## config.mk

```make
export PLATFORM = sky130hd
export DESIGN_NAME = rr_arb4_mux_sched_flat
export DESIGN_NICKNAME = d
export VERILOG_FILES = /design/src/rtl/rr_arb4_mux_sched_pkg.sv /design/src/rtl/rr_arb4_mux_sched_if.sv /design/src/rtl/rr_arb4_mux_sched_pick4.sv /design/src/rtl/rr_arb4_mux_sched.sv /design/src/flat_wrapper.sv
export SDC_FILE = /design/constraint.sdc
export NUM_CORES = 1
export LEC_CHECK = 0
export CORE_AREA = 4 4 52 65
export DETAILED_ROUTE_END_ITERATION = 8
export DIE_AREA = 0 0 56 69
export SLEW_MARGIN = 5
export SYNTH_ARGS = -nofsm -noshare
export SYNTH_HDL_FRONTEND = slang
export SYNTH_SLANG_ARGS = --single-unit
```

## constraint.sdc

```tcl
create_clock -name clk -period 6.4 [get_ports clk]
set_clock_uncertainty 0.05 [all_clocks]
set_input_delay 0.96 -clock clk [delete_from_list [all_inputs] [get_ports clk]]
set_output_delay 0.96 -clock clk [all_outputs]
set_load 0.05 [all_outputs]
```

## src/rtl/rr_arb4_mux_sched_pkg.sv

```systemverilog
// mux_arb_pkg: shared constants, FSM state type and the one-hot helper for
// the 4-requester round-robin mux scheduler.
//   NREQ    : number of requesters (fixed at 4)
//   SEL_W   : width of the downstream mux select
//   state_t : scheduler state (IDLE = no owner, GRANT = one owner)
//   onehot4 : binary index -> one-hot grant vector
package mux_arb_pkg;

   localparam int NREQ  = 4;
   localparam int SEL_W = 2;

   typedef enum logic {
      IDLE  = 1'b0,
      GRANT = 1'b1
   } state_t;

   function automatic logic [NREQ-1:0] onehot4(input logic [SEL_W-1:0] idx);
      onehot4      = '0;
      onehot4[idx] = 1'b1;
   endfunction

endpackage

```

## src/rtl/rr_arb4_mux_sched_if.sv

```systemverilog
// rr_arb4_mux_sched_if: request/grant bundle between the requesters and the
// scheduler.
//   req     : per-requester level request        (requesters -> scheduler)
//   gnt     : one-hot grant, all-zero when idle  (scheduler -> requesters)
//   sel     : binary owner index for the mux     (scheduler -> mux)
//   busy    : any grant active
//   timeout : one-cycle pulse when a grant is preempted by the hold limit
// Modports: master = requester side, slave = scheduler side.
interface rr_arb4_mux_sched_if;
   import mux_arb_pkg::*;

   logic [NREQ-1:0]  req;
   logic [NREQ-1:0]  gnt;
   logic [SEL_W-1:0] sel;
   logic             busy;
   logic             timeout;

   modport master (output req, input gnt, sel, busy, timeout);
   modport slave  (input req, output gnt, sel, busy, timeout);

endinterface

```

## src/rtl/rr_arb4_mux_sched_pick4.sv

```systemverilog
// rr_pick4: combinational rotate-and-priority search over four requests.
//   i_req      : request vector
//   i_ptr      : index where the search starts (highest priority)
//   i_excl_en  : drop i_excl_idx from the search (used for preemption)
//   i_excl_idx : index to exclude
//   o_any      : some eligible request found
//   o_win      : index of the first eligible request at or after i_ptr
module rr_pick4
   import mux_arb_pkg::*;
(
   input  logic [NREQ-1:0]  i_req,
   input  logic [SEL_W-1:0] i_ptr,
   input  logic             i_excl_en,
   input  logic [SEL_W-1:0] i_excl_idx,
   output logic             o_any,
   output logic [SEL_W-1:0] o_win
);

   logic [SEL_W-1:0] w_idx;

   // Walk ptr, ptr+1, ... with natural 2-bit wrap; first hit wins.
   always_comb begin
      o_any = 1'b0;
      o_win = i_ptr;
      w_idx = i_ptr;
      for (int i = 0; i < NREQ; i++) begin
         w_idx = i_ptr + SEL_W'(i);
         if (!o_any && i_req[w_idx] && !(i_excl_en && (w_idx == i_excl_idx))) begin
            o_any = 1'b1;
            o_win = w_idx;
         end
      end
   end

endmodule

```

## src/rtl/rr_arb4_mux_sched.sv

```systemverilog
// rr_arb4_mux_sched: round-robin owner scheduler in front of a shared 4:1 mux.
// Grants one requester at a time, rotates priority on every new grant and
// preempts an owner that has held the path for MAX_HOLD cycles while others
// wait (MAX_HOLD = 0 disables preemption).
//   clk : rising-edge clock
//   rst : synchronous active-high reset
//   bus : scheduler side of rr_arb4_mux_sched_if (req in; gnt/sel/busy/timeout out)
module rr_arb4_mux_sched #(
   parameter int NREQ     = 4,
   parameter int MAX_HOLD = 8
) (
   input  logic                  clk,
   input  logic                  rst,
   rr_arb4_mux_sched_if.slave    bus
);
   import mux_arb_pkg::*;

   localparam int HCNT_W = (MAX_HOLD == 0) ? 1 : $clog2(MAX_HOLD + 1);
   localparam logic [HCNT_W-1:0] HOLD_MAX = HCNT_W'(MAX_HOLD);
   localparam logic [HCNT_W-1:0] HOLD_ONE = HCNT_W'(1);

   if (NREQ != 4) begin : g_bad_nreq
      $error("rr_arb4_mux_sched: NREQ must be 4");
   end

   state_t            r_state, w_state_nxt;
   logic [3:0]        r_gnt, w_gnt_nxt;
   logic [SEL_W-1:0]  r_sel, w_sel_nxt;
   logic [SEL_W-1:0]  r_ptr, w_ptr_nxt;
   logic [HCNT_W-1:0] r_hold, w_hold_nxt;
   logic              r_timeout, w_timeout_nxt;

   logic              w_keep;
   logic              w_expire;
   logic              w_excl;
   logic              w_any;
   logic [SEL_W-1:0]  w_win;
   logic              w_new;

   // Owner still wants the path / has used up its hold budget.
   assign w_keep   = bus.req[r_sel];
   assign w_expire = (MAX_HOLD != 0) && (r_hold == HOLD_MAX);
   // Only exclude the owner when it would otherwise be re-picked on expiry;
   // on a release its req bit is already low.
   assign w_excl   = (r_state == GRANT) && w_keep && w_expire;

   rr_pick4 u_pick (
      .i_req      (bus.req),
      .i_ptr      (r_ptr),
      .i_excl_en  (w_excl),
      .i_excl_idx (r_sel),
      .o_any      (w_any),
      .o_win      (w_win)
   );

   // State and output registers
   always_ff @(posedge clk) begin
      if (rst) begin
         r_state   <= IDLE;
         r_gnt     <= '0;
         r_sel     <= '0;
         r_ptr     <= '0;
         r_hold    <= '0;
         r_timeout <= 1'b0;
      end else begin
         r_state   <= w_state_nxt;
         r_gnt     <= w_gnt_nxt;
         r_sel     <= w_sel_nxt;
         r_ptr     <= w_ptr_nxt;
         r_hold    <= w_hold_nxt;
         r_timeout <= w_timeout_nxt;
      end
   end

   // Next state
   always_comb begin
      w_state_nxt = r_state;
      case (r_state)
         IDLE:    if (w_any) w_state_nxt = GRANT;
         GRANT:   if (!w_keep && !w_any) w_state_nxt = IDLE;
         default: w_state_nxt = IDLE;
      endcase
   end

   // Next grant / select / pointer / hold counter / timeout
   always_comb begin
      w_gnt_nxt     = r_gnt;
      w_sel_nxt     = r_sel;
      w_ptr_nxt     = r_ptr;
      w_hold_nxt    = r_hold;
      w_timeout_nxt = 1'b0;
      w_new         = 1'b0;
      case (r_state)
         IDLE: begin
            if (w_any) w_new = 1'b1;
         end
         GRANT: begin
            if (!w_keep) begin
               // Release wins over a coincident expiry: no timeout pulse.
               if (w_any) begin
                  w_new = 1'b1;
               end else begin
                  w_gnt_nxt  = '0;
                  w_hold_nxt = '0;
               end
            end else if (!w_expire) begin
               // Unlimited hold parks the counter instead of letting it wrap.
               if (MAX_HOLD != 0) w_hold_nxt = r_hold + HOLD_ONE;
            end else if (w_any) begin
               w_new         = 1'b1;
               w_timeout_nxt = 1'b1;
            end else begin
               // Nobody waiting: owner keeps the path, budget restarts.
               w_hold_nxt = HOLD_ONE;
            end
         end
         default: ;
      endcase
      if (w_new) begin
         w_gnt_nxt  = onehot4(w_win);
         w_sel_nxt  = w_win;
         w_ptr_nxt  = w_win + SEL_W'(1);
         w_hold_nxt = HOLD_ONE;
      end
   end

   assign bus.gnt     = r_gnt;
   assign bus.sel     = r_sel;
   assign bus.busy    = |r_gnt;
   assign bus.timeout = r_timeout;

endmodule

```

## src/flat_wrapper.sv

```systemverilog
// flat-port wrapper written by rule: the top's interface ports become plain ports
module rr_arb4_mux_sched_flat import mux_arb_pkg::*;
#(
   parameter int NREQ     = 4,
   parameter int MAX_HOLD = 8
)
  (clk, rst, bus_req, bus_gnt, bus_sel, bus_busy, bus_timeout);
  rr_arb4_mux_sched_if bus_i ();
  input  logic clk;
  input  logic rst;
  input wire logic [$bits(bus_i.req)-1:0] bus_req;
  output wire logic [$bits(bus_i.gnt)-1:0] bus_gnt;
  output wire logic [$bits(bus_i.sel)-1:0] bus_sel;
  output wire logic [$bits(bus_i.busy)-1:0] bus_busy;
  output wire logic [$bits(bus_i.timeout)-1:0] bus_timeout;
  assign bus_i.req = bus_req;
  assign bus_gnt = bus_i.gnt;
  assign bus_sel = bus_i.sel;
  assign bus_busy = bus_i.busy;
  assign bus_timeout = bus_i.timeout;
  rr_arb4_mux_sched #(.NREQ(NREQ), .MAX_HOLD(MAX_HOLD)) u_core (.clk(clk), .rst(rst), .bus(bus_i));
endmodule
```

After elaboration in Yosys (flattened, before gate mapping)
Index checks and enable logic that the tools add are counted.
{"block": "totals", "reg_bits": 14, "inputBits": 6, "out_inout_bits": 8, "elab_cells": 97}
{"block": "op_classes", "n_addsub": 5, "n_lt_le_gt_ge": 7, "eq_ne": 11, "n_mux": 34, "bitwise_logic": 2, "n_reduce_logical": 31}
{"operator": "$mux 4", "count": 7}
{"operator": "$lt 2x3->1 const B", "count": 6}
{"operator": "$mux 1", "count": 16}
{"operator": "$logic_and 1x1->1", "count": 15}
{"operator": "$bmux 1 s2", "count": 5}
{"operator": "$logic_not 1->1", "count": 9}
{"operator": "$reduce_and 3->1", "count": 3}
{"operator": "$eq 2x2->1", "count": 4}
{"operator": "$mux 2", "count": 3}
{"operator": "$ne 2x2->1 const B", "count": 3}
{"operator": "$add 2x1->2 const B", "count": 2}
{"operator": "$add 2x2->2 const B", "count": 2}
{"operator": "$add 4x1->4 const B", "count": 1}
{"operator": "$eq 4x4->1 const B", "count": 1}
{"operator": "$pmux 1 s2", "count": 2}
{"operator": "$reduce_or 4->1", "count": 1}
{"operator": "$ne 3x2->1 const B", "count": 1}
{"operator": "$ne 3x3->1 const B", "count": 1}
{"operator": "$reduce_or 3->1", "count": 1}
{"operator": "$demux 1 s2", "count": 1}
{"operator": "$ge 2x1->1 const B", "count": 1}
{"operator": "$ne 2x1->1 const B", "count": 1}
{"operator": "$not 1->1", "count": 2}
{"operator": "$reduce_bool 2->1", "count": 1}
{"operator": "$reduce_or 2->1", "count": 1}

Depth between registers and ports, before layout
{"block": "logic_depth", "ltp_word": 26, "depth_mapped": 11, "mapped_depth_nobuf": 11}

Hierarchy
From an unflattened synthesis, not the netlist that was laid out.
{"block": "unflattened", "hier_cells": 124, "hier_area_um2": 1081.0}
{"mod": "rr_arb4_mux_sched", "n_inst": 1, "cells_per_inst": 70, "area_each_um2": 683.2, "seq_area_each_um2": 280.3}
{"mod": "rr_pick4", "n_inst": 1, "cells_per_inst": 54, "area_each_um2": 397.9, "seq_area_each_um2": 0.0}

Least setup slack after synthesis
OpenSTA, ideal clock, no wires.
{"block": "synth_path", "path_kind": "input-to-reg", "start": "input bus_req[3]", "end": "register u_core.r_ptr[1]", "setup_ns": 0.134, "arrival_ns": 2.907, "t_required_ns": 6.216, "path_slack_ns": 3.309, "cell_stages": 9, "path_buffers": 0, "cell_sequence": "mux2i_1 -> a2bb2oi_2 -> o41a_1 -> o311ai_0 -> xor2_1 -> inv_1 -> ha_1 -> nand3_1 -> a21oi_1"}
{"block": "synth_via", "elab_cells_between_ends": 42, "classes_between": "add/sub (1); mux (21); reduce/logical (20)"}
{"element": "start: declaration", "line_no": "flat_wrapper.sv:11", "rtl": "input wire logic [$bits(bus_i.req)-1:0] bus_req;"}
{"element": "$bmux 1 s2", "line_no": "rr_arb4_mux_sched.sv:41", "rtl": "assign w_keep = bus.req[r_sel];"}
{"element": "$mux 1 (not written as such)", "line_no": "rr_arb4_mux_sched.sv:41"}
{"element": "$logic_and 1x1->1 (2 in series)", "line_no": "rr_arb4_mux_sched.sv:45", "rtl": "assign w_excl = (r_state == GRANT) && w_keep && w_expire;"}
{"element": "$logic_and 1x1->1", "line_no": "rr_arb4_mux_sched_pick4.sv:28", "rtl": "if (!o_any && i_req[w_idx] && !(i_excl_en && (w_idx == i_excl_idx))) begin"}
{"element": "$logic_not 1->1", "line_no": "rr_arb4_mux_sched_pick4.sv:28"}
{"element": "$logic_and 1x1->1", "line_no": "rr_arb4_mux_sched_pick4.sv:28"}
{"element": "$mux 1", "line_no": "rr_arb4_mux_sched_pick4.sv:28"}
{"element": "$logic_not 1->1", "line_no": "rr_arb4_mux_sched_pick4.sv:28"}
{"element": "[3 not listed]"}
{"element": "$logic_not 1->1", "line_no": "rr_arb4_mux_sched_pick4.sv:28"}
{"element": "$logic_and 1x1->1 (2 in series)", "line_no": "rr_arb4_mux_sched_pick4.sv:28"}
{"element": "$mux 1", "line_no": "rr_arb4_mux_sched_pick4.sv:28"}
{"element": "$logic_not 1->1", "line_no": "rr_arb4_mux_sched_pick4.sv:28"}
{"element": "$logic_and 1x1->1 (2 in series)", "line_no": "rr_arb4_mux_sched_pick4.sv:28"}
{"element": "$mux 2 *", "line_no": "rr_arb4_mux_sched_pick4.sv:28"}
{"element": "via u_core.u_pick.o_win[1]", "line_no": "rr_arb4_mux_sched_pick4.sv:16", "rtl": "output logic [SEL_W-1:0] o_win"}
{"element": "$add 2x1->2 *", "line_no": "rr_arb4_mux_sched.sv:122", "rtl": "w_ptr_nxt = w_win + SEL_W'(1);"}
{"element": "end signal: assignment", "line_no": "rr_arb4_mux_sched.sv:69", "rtl": "r_ptr <= w_ptr_nxt;"}
{"element": "end: declaration", "line_no": "rr_arb4_mux_sched.sv:29", "rtl": "logic [SEL_W-1:0] r_ptr, w_ptr_nxt;"}
Mark *: on every way through the listed nets, which the timed path passes. The rest lies on a longest branch. The select of a mux whose other input is x is not followed.
A chain may end at the register's enable or synchronous reset.

Worst setup path after layout
{"block": "layout_path", "start": "input bus_req[1]", "end": "register u_core.r_ptr[1]"}
Same word-level chain as after synthesis.

==> flow_summary.yaml <==
status:
  status: "completed"
power:
  static-leakage-power_nw: 0.4659
  irDropWorstVdd_mv: 0.4209
  power_density_nw_per_um2: 503.1
  p_total_uw: 622.6
final_layout:
  layout_net_count: 145
  drive_above_1_share: 0.06818
  fin_cells: 166
  num_antenna_cells: 0
  flow.area_growth_from_synthesis_pct: 15.40
  nFillCells: 285
  finish.instance_area_sq_um: 1237
  utilization: 0.4528
floorplan:
  floorplan.die_area_sq_um: 3864
  die_w_um: 56
  fp.dieH_um: 69
  ioPinCount: 14
  initial_core_util: 0.3924
  floorplan.core_area_sq_um: 2733
  row_count: 21
setup_path:
  crit_path_dat_ns: 3.72
  critPathMaxFanout: 8
  worstSetupStartpointType: "input pin"
  critPathKind: "in -> reg"
  timing.critical_path.to_type: "flip-flop"
  worst_ep_required_time_ns: 6.57
yosys:
  synth.net_count: 133
  synth.yosys.seq_area_share: 0.2614
  syn-cell-area_sq_um: 1072
  syn_inst: 121
  yosysWarnings: 0
  cell_type_with_the_largest_total_area_after_synthesis: "sky130_fd_sc_hd__dfxtp_1"
  synth_seq_cells: 14
  ys_dominant_reg_cell: "sky130_fd_sc_hd__dfxtp_1"
  synth.distinct_cells: 42
  number_of_enable_type_register_cells_in_the_synthesized_netlist: 0
  asyncSetResetFlopFracSynth: 0
  synth.top_cells.by_area: "sky130_fd_sc_hd__dfxtp_1 (26%), sky130_fd_sc_hd__mux2i_1 (7.5%), sky130_fd_sc_hd__ha_1 (7.0%)"
  yosysMostFrequentCell: "sky130_fd_sc_hd__dfxtp_1"
  synth.top_cell.area_share: 0.2614
  post_synth.cell_area_avg_sq_um: 8.862
  leading_post_synthesis_cells_by_instance_count: "sky130_fd_sc_hd__dfxtp_1 (14), sky130_fd_sc_hd__a21oi_1 (12), sky130_fd_sc_hd__nand3_1 (10)"
detailed_routing:
  detail_route.wirelength_mm: 2.394
  postRouteAntennaNets: 0
  avgRoutedWirePerCell_um: 14.42
  first_iter_violations: 22
  drc: 0
  drtPass1Iterations: 4
  viasPerCell: 5.747
  routed-via-count: 954
clock_network:
  post_cts.resized_instances: 0
  clock_insertion_delay_worst_skew_ns: 0.28
  worst_setup_hold_path_clk_slew_ns: 0.09
  cts_made_buffers: 3
  tritoncts: "built"
  cts.sinks: 14
  post_cts_hold_buffer_count: 0
  cts-htree-levels: 1
  postCtsSetupRepairBufs: 0
  max-clock-path-buffers: 2
  ctsRootBufferMaster: "sky130_fd_sc_hd__clkbuf_4"
timing:
  final_min_period_over_clock_period: 0.5544
  final.setup.tns_ns: 0
  timing_worst_slew_pin_value_ns: 0.5241
  max_freq_mhz: 281.8
  min_period_ns: 3.548
  postLayoutSetupSlackWorst_ns: 2.852
  report.final.slew_viol_count: 0
  timing.max_slew.rel_slack: 0.6502
  hold_slack_ns: 0.4410
  timing.final.setup_violations: 0
  setup_repair_after_global_routing_missed_its_margin: "no"
  finalHoldViolations: 0
global_route:
  first_global_vias: 905
  grt_antenna_before_repair: 0
  first_pass_grt_wire_length_mm: 4.105
  globalRouteOverflowTotal: 0
  grt_util_all_layers: 0.1295
  grt_start_max_net_pins: 16
placed_design:
  globalplace.congestion: 0.7935
  place.detailed.instances: 162
  dp.final_hpwl_mm: 1.817
  dpl_cell_area_sq_um: 1201
  place.port_buffers: 13
  post-place-ws_ns: 2.541
worst_hold_path:
  worstHoldPathType: "reg -> reg"
flow_run:
  max_cap_viol_count: 0
[cell usage in the layout (no fill, tap or decap), types with 4 or more instances in the layout]
cell,synthesis,final
sky130_fd_sc_hd__nor2_1,9,9
sky130_fd_sc_hd__inv_1,5,5
sky130_fd_sc_hd__a21oi_1,12,12
sky130_fd_sc_hd__clkdlybuf4s50_1,0,13
sky130_fd_sc_hd__ha_1,6,6
sky130_fd_sc_hd__mux2i_1,8,8
sky130_fd_sc_hd__dfxtp_1,14,14
sky130_fd_sc_hd__nand3_1,10,10
sky130_fd_sc_hd__a211oi_1,4,4
sky130_fd_sc_hd__nand2_1,8,8
[worst max-delay path, cell delays in order]
cell                              delay (ns)
sky130_fd_sc_hd__clkdlybuf4s50_1        0.50
sky130_fd_sc_hd__mux2i_1                0.13
sky130_fd_sc_hd__a2bb2oi_2              0.23
sky130_fd_sc_hd__o41a_1                 0.49
sky130_fd_sc_hd__o311ai_0               0.43
sky130_fd_sc_hd__xor2_1                 0.37
sky130_fd_sc_hd__inv_1                  0.12
sky130_fd_sc_hd__ha_1                   0.29
sky130_fd_sc_hd__nand3_1                0.06
sky130_fd_sc_hd__a21oi_1                0.13
[flip-flops by register name, summed over array words and instances, names as in the netlist]
register / flops
u_core.bus.gnt: 4
u_core.bus.sel: 2
u_core.bus.timeout: 1
u_core.r_hold: 4
u_core.r_ptr: 2
u_core.r_state: 1
[routing by layer]
metal | GRT usage | up-vias | routed length [um]
li1 | - | 478 | -
met1 | 0.1693 | 451 | 1163
met2 | 0.1977 | 19 | 1105
met3 | 0.03172 | 6 | 80
met4 | 0.06069 | 0 | 46
met5 | 0 | - | 0
[final timing paths]
check	start	to	slack, ns	cells past startpoint
setup reg to reg	u_core.r_ptr[0]	u_core.r_ptr[1]	3.36	9
setup / recovery	bus_req[1]	u_core.r_ptr[1]	2.85	10
hold / removal	u_core.bus.gnt[3]	u_core.bus.gnt[3]	0.44	2
hold reg to reg	u_core.bus.gnt[3]	u_core.bus.gnt[3]	0.44	2
[cell type report]
class	instances	area [sq um]	share of cell area
multi-input combinational	96	729.5	0.5895
tap	34	42.54	0.03438
timing repair buffer	13	130.1	0.1052
clock buffer	4	36.28	0.02932
sequential	14	280.3	0.2265
inverter	5	18.77	0.01517
[cell families after synthesis]
| logic type | after synthesis | share of synthesized area |
|---|---|---|
| AND/OR/NAND/NOR | 37 | 0.1715 |
| AO/OA/AOI/OAI | 36 | 0.2719 |
| flip-flops | 14 | 0.2614 |
| buffers and inverters | 11 | 0.05834 |
| multiplexers | 10 | 0.09568 |
| XOR/XNOR | 7 | 0.07118 |
| adder cells (fa/ha/maj) | 6 | 0.07001 |
[where the power goes]
part           switching (mW)  internal [mW]
registers              0.0403          0.111
clock network          0.0309         0.0346
logic                   0.248          0.158
Note: power is estimated with default switching activity, not from simulation.
